`config.mk`:
```
export PLATFORM = sky130hd
export DESIGN_NAME = iob_split_guard
export DESIGN_NICKNAME = d
export VERILOG_FILES = /design/src/rtl/iob_split_guard_pkg.sv /design/src/rtl/iob_timeout_cnt.sv /design/src/rtl/iob_split_guard.sv
export SDC_FILE = /design/constraint.sdc
export NUM_CORES = 1
export LEC_CHECK = 0
export BUFFER_PORTS_ARGS = -buffer_cell sky130_fd_sc_hd__buf_2
export CAP_MARGIN = 20
export CORE_AREA = 2 2 214 216
export CTS_CLUSTER_DIAMETER = 60
export DETAILED_ROUTE_END_ITERATION = 10
export DIE_AREA = 0 0 216 218
export HOLD_SLACK_MARGIN = 0.03
export RECOVER_POWER = 50
export SLEW_MARGIN = 10
export SYNTH_ARGS = -nofsm -noshare
export SYNTH_HDL_FRONTEND = slang
export SYNTH_HIERARCHICAL = 1
export SYNTH_SLANG_ARGS = --single-unit
export TNS_END_PERCENT = 100
```
`constraint.sdc`:
```
create_clock -name clk -period 6.63 [get_ports clk]
set_input_delay 1.326 -clock clk [delete_from_list [all_inputs] [get_ports clk]]
set_output_delay 1.326 -clock clk [all_outputs]
set_load 0.03 [all_outputs]
```
`src/rtl/iob_split_guard_pkg.sv`:
```
// iob_split_guard_pkg: shared interconnect field widths and the splitter FSM encoding.
package iob_split_guard_pkg;
  typedef enum logic [1:0] {IDLE, BUSY, RESP} state_t;
  function automatic int strb_w(input int dw);
    return dw / 8;
  endfunction
  // request is {valid, addr, wdata, wstrb}, response is {rdata, ready}
  function automatic int req_w(input int aw, input int dw);
    return 1 + aw + dw + dw / 8;
  endfunction
  function automatic int resp_w(input int dw);
    return dw + 1;
  endfunction
  function automatic int sel_w(input int n);
    return (n > 1) ? $clog2(n) : 1;
  endfunction
  function automatic int cnt_w(input int t);
    return (t > 0) ? $clog2(t + 1) : 1;
  endfunction
endpackage

```
`src/rtl/iob_timeout_cnt.sv`:
```
// iob_timeout_cnt: saturating busy-cycle counter, expired once TIMEOUT cycles have elapsed.
module iob_timeout_cnt
  import iob_split_guard_pkg::*;
#(
  parameter int TIMEOUT = 1024
) (
  input  logic clk,
  input  logic rst,
  input  logic i_clr,
  input  logic i_en,
  output logic o_expired
);
  localparam int CW = cnt_w(TIMEOUT);
  localparam logic [CW-1:0] MAX = CW'(TIMEOUT);
  logic [CW-1:0] r_cnt;
  always_ff @(posedge clk)
    if (rst || i_clr) r_cnt <= '0;
    else if (i_en && r_cnt != MAX) r_cnt <= r_cnt + 1'b1;
  assign o_expired = r_cnt == MAX;
endmodule

```
`src/rtl/iob_split_guard.sv`:
```
// iob_split_guard: registered one-of-N bus splitter with timeout abort, unmapped-slave
// error response and a sticky first-error address capture.
module iob_split_guard
  import iob_split_guard_pkg::*;
#(
  parameter int ADDR_W = 32,
  parameter int DATA_W = 32,
  parameter int N_SLAVES = 4,
  parameter int P_SLAVES = ADDR_W - 2,
  parameter int TIMEOUT = 1024,
  parameter logic [DATA_W-1:0] ERR_DATA = DATA_W'(32'hDEADBEEF)
) (
  input  logic clk,
  input  logic rst,
  input  logic [req_w(ADDR_W, DATA_W)-1:0] m_req,
  output logic [resp_w(DATA_W)-1:0] m_resp,
  output logic [N_SLAVES*req_w(ADDR_W, DATA_W)-1:0] s_req,
  input  logic [N_SLAVES*resp_w(DATA_W)-1:0] s_resp,
  output logic err,
  output logic [ADDR_W-1:0] err_addr,
  input  logic err_clr
);
  localparam int REQ_W = req_w(ADDR_W, DATA_W);
  localparam int RESP_W = resp_w(DATA_W);
  localparam int STRB_W = strb_w(DATA_W);
  localparam int SEL_W = sel_w(N_SLAVES);
  state_t r_state, w_next;
  logic [ADDR_W-1:0] r_addr, r_err_addr, w_addr;
  logic [DATA_W-1:0] r_wdata, r_rdata;
  logic [STRB_W-1:0] r_wstrb;
  logic [SEL_W-1:0] r_sel, w_sel;
  logic [RESP_W-1:0] w_sresp;
  logic r_err, w_valid, w_mapped, w_accept, w_busy, w_expired, w_err_set;
  assign w_valid = m_req[REQ_W-1];
  assign w_addr = m_req[STRB_W+DATA_W +: ADDR_W];
  assign w_sel = w_addr[P_SLAVES -: SEL_W];
  assign w_mapped = int'(w_sel) < N_SLAVES;
  assign w_busy = r_state == BUSY;
  assign w_accept = r_state == IDLE && w_valid;
  // only the latched slave's response is looked at; everything else is ignored
  always_comb begin
    w_sresp = '0;
    for (int i = 0; i < N_SLAVES; i++)
      w_sresp = (r_sel == SEL_W'(i)) ? s_resp[i*RESP_W +: RESP_W] : w_sresp;
  end
  // ready beats a coincident timeout
  assign w_err_set = (w_accept && !w_mapped) || (w_busy && !w_sresp[0] && w_expired);
  generate
    if (TIMEOUT > 0) begin : g_to
      iob_timeout_cnt #(.TIMEOUT(TIMEOUT)) u_to (
        .clk(clk),
        .rst(rst),
        .i_clr(w_accept),
        .i_en(w_busy),
        .o_expired(w_expired)
      );
    end else begin : g_no_to
      assign w_expired = 1'b0;
    end
  endgenerate
  always_ff @(posedge clk) r_state <= rst ? IDLE : w_next;
  always_comb begin
    w_next = r_state;
    case (r_state)
      IDLE: w_next = !w_valid ? IDLE : w_mapped ? BUSY : RESP;
      BUSY: w_next = (w_sresp[0] || w_expired) ? RESP : BUSY;
      default: w_next = IDLE;
    endcase
  end
  always_comb begin
    m_resp = (r_state == RESP) ? {r_rdata, 1'b1} : '0;
    s_req = '0;
    for (int i = 0; i < N_SLAVES; i++)
      s_req[i*REQ_W +: REQ_W] = {w_busy && r_sel == SEL_W'(i), r_addr, r_wdata, r_wstrb};
  end
  always_ff @(posedge clk) begin
    if (rst) begin
      r_addr <= '0;
      r_wdata <= '0;
      r_wstrb <= '0;
      r_sel <= '0;
      r_rdata <= '0;
      r_err <= 1'b0;
      r_err_addr <= '0;
    end else begin
      if (w_accept) begin
        r_addr <= w_addr;
        r_wdata <= m_req[STRB_W +: DATA_W];
        r_wstrb <= m_req[STRB_W-1:0];
        r_sel <= w_sel;
      end
      if (w_err_set) r_rdata <= ERR_DATA;
      else if (w_busy && w_sresp[0]) r_rdata <= w_sresp[RESP_W-1:1];
      if (w_err_set) begin
        r_err <= 1'b1;
        if (!r_err) r_err_addr <= w_accept ? w_addr : r_addr;
      end else if (err_clr) begin
        r_err <= 1'b0;
        r_err_addr <= '0;
      end
    end
  end
  assign err = r_err;
  assign err_addr = r_err_addr;
endmodule

```
==> impl_metrics.tcl <==
set metrics [dict create \
    violations "max-capacitance violations, max-slew violations" \
    worstSetupStartpointType "input pin" \
    slowest_delay_ps 1900 \
    hold_path_class "reg2reg" \
    die-area_um2 47100 \
    place_ws_ps 2790 \
    synth-compound-area-share_pct 9.61 \
    powerDensity_nw_per_um2 266 \
    maxCapViolCount 1 \
    grt_setup_unrepaired "no" \
    fin_ws_ps 2210 \
    synth_edf_count 0 \
    fin_tns_setup_ps 0 \
    synth-seq-cells 148 \
    synthAdderAreaFrac_pct 0.322 \
    clk_latency_ps 490 \
    drc 0 \
    yosys.area.top_type "dfxtp_1" \
    io_buffer_count 545 \
    grt_pass1_wl_mm 37.0 \
    drt-pass1-iter-count 5 \
    synth_area_leaders "dfxtp_1, buf_4, mux4_2, nand2_1, a21oi_1" \
    synth_top_family_by_area "buffers and inverters" \
    dp_hpwl_mm 20.0 \
    synth.most_common_cell "buf_4" \
    finalCritPeriodShare_pct 66.6 \
    cp.buffers_inverters 2 \
    maxSlewViolCount 56 \
    wirelength_mm 25.9 \
    cp_data_arrival_time_ps 4770 \
    clockBufferDepth 2 \
    crit_path_end_kind "flop" \
    ios 546 \
    placed_cell_area_um2 9550 \
    finalNonFillerCells 1810 \
    synthMuxAreaShare_pct 10.8 \
    peakVddDrop_mv 0.123 \
    clock-sinks 148 \
    finalHoldViolations 0 \
    die-width_um 216 \
    grt_usage_pct 10.6 \
    drive_above_1_share_pct 31.8 \
    critPathKind "in2reg" \
    vias 7091 \
    synthFlopType "dfxtp_1" \
    maxSlewHeadroom_pct -74.5 \
    syn_nets 1086 \
    postCtsSetupRepairBufs 0 \
    status "finished with violations" \
    overflow 0 \
    finalWeightedCongestion 0.838 \
    synth_commonest_cells "buf_4, dfxtp_1, nand2_1" \
    ys_async_sr_fraction_pct 0 \
    htree_levels 4 \
    via_per_inst 3.92 \
    cpMaxStageDelayCell "clkbuf_1" \
    grt_pass1_vias 6544 \
    grt_max_degree 77 \
    start_util_pct 17.3 \
    synth_top_area_share_pct 38.1 \
    drt-initial-drc-count 238 \
    core-area_um2 44900 \
    postCtsHoldBufs 0 \
    critical_path.max_fanout 55 \
    ys_warn_count 6 \
    post_cts_resized 0 \
    area_delta_synth_final_pct 27.3 \
    cts_tree "yes" \
    antenna_found_initial 1 \
    syn_avg_cell_area_um2 8.83 \
    clk_pin_slew_ps 60 \
    cts_buffers 17 \
    skew_ps 44.3 \
    fin_nets 1402 \
    period_needed_ps 4420 \
    crit_chain "buf_4 -> clkbuf_1 -> nor2b_1 -> mux2_4 -> a22o_1" \
    synth_cell_types 43 \
    max_freq_mhz 226 \
    setup_viol 0 \
    syn_inst 880 \
    synth_area_um2 7770 \
    worstMarginPinSlew_ps 2620 \
    cts-root-buf "clkbuf_16" \
    fin_area_um2 9890 \
    placementRows 78 \
    placedCellCount 1777 \
    ys_seq_area_share_pct 38.1 \
    synth_xor_area_share_pct 0.225 \
    die_h_um 218 \
    ant_nets 0 \
    p_leak_nw 4.13 \
    yosys.area_share.simple_pct 17.8 \
    required_ps 6990 \
    wl_per_cell_um 14.3 \
    cp_top_family "buffers and inverters" \
]
-- path summary, 6_finish.rpt --
check,slack (ps),depth (start not counted),endpoint,startpoint
max,2210,5,err_addr[14]$_SDFFE_PP0P_,rst
min reg2reg,480,1,err_addr[27]$_SDFFE_PP0P_,err_addr[27]$_SDFFE_PP0P_
max reg2reg,3770,6,err_addr[14]$_SDFFE_PP0P_,g_to.u_to/r_cnt[2]$_SDFFE_PP0P_
min,480,1,err_addr[27]$_SDFFE_PP0P_,err_addr[27]$_SDFFE_PP0P_
-- cell usage in the layout, fill, tap and decap left out, drive strengths merged, types with 28 or more instances in the layout --
master / synthesis / layout
buf: 224 / 307
nand2: 143 / 143
nor3: 28 / 28
and2: 32 / 32
mux4: 33 / 33
a22o: 32 / 32
a21oi: 77 / 77
nor2: 64 / 64
clkbuf: 31 / 264
dfxtp: 148 / 148
-- stage by stage --
step	hold WS [ps]	power [mW]	util [%]
2_1_floorplan	455	1.49	-
3_3_place_gp	456	1.59	21.3
3_5_place_dp	461	1.60	21.3
4_1_cts	477	2.70	22.7
5_1_grt	505	2.75	22.0
6_report	481	2.63	22.0
-- registers in the layout, indices dropped and copies added (netlist names) --
name / flops
err: 1
err_addr: 32
g_to.u_to/r_cnt: 11
r_addr: 32
r_rdata: 32
r_sel: 2
r_state: 2
r_wdata: 32
r_wstrb: 4
-- area by class of cell --
| type | instances | area, um^2 |
|---|---|---|
| diodes | 1 | 2.50 |
| inverters | 7 | 26.3 |
| multi-input cells | 470 | 3020 |
| clock inverters | 13 | 205 |
| fillers | 5093 | 35000 |
| well taps | 600 | 751 |
| repair buffers | 552 | 2470 |
| flip-flops and latches | 148 | 2970 |
| clock buffers | 19 | 443 |
-- power breakdown --
group          switching [mW]  internal, mW  total [mW]  leakage (nW)
sequential             0.0545         0.934       0.988          1.21
clock                   0.403         0.675        1.08         0.309
combinational           0.396         0.165       0.561          2.61
total                   0.854          1.77        2.63          4.13
-- cell families (layout without fill, tap and decap cells) --
family	after synthesis	count (layout)
compound gates	121	121
xor+xnor	2	2
fa+ha+maj	2	2
buf+inv	262	591
flops	148	148
mux	42	42
other cells	0	1
simple gates	303	303
-- per-layer routing --
layer	part of all wire (%)	GRT usage (%)
met1	40	11.7
met2	49	17.9
met3	7.9	3.60
met4	2.8	5.59
met5	0	0
Note: power is estimated with default switching activity, not from simulation.
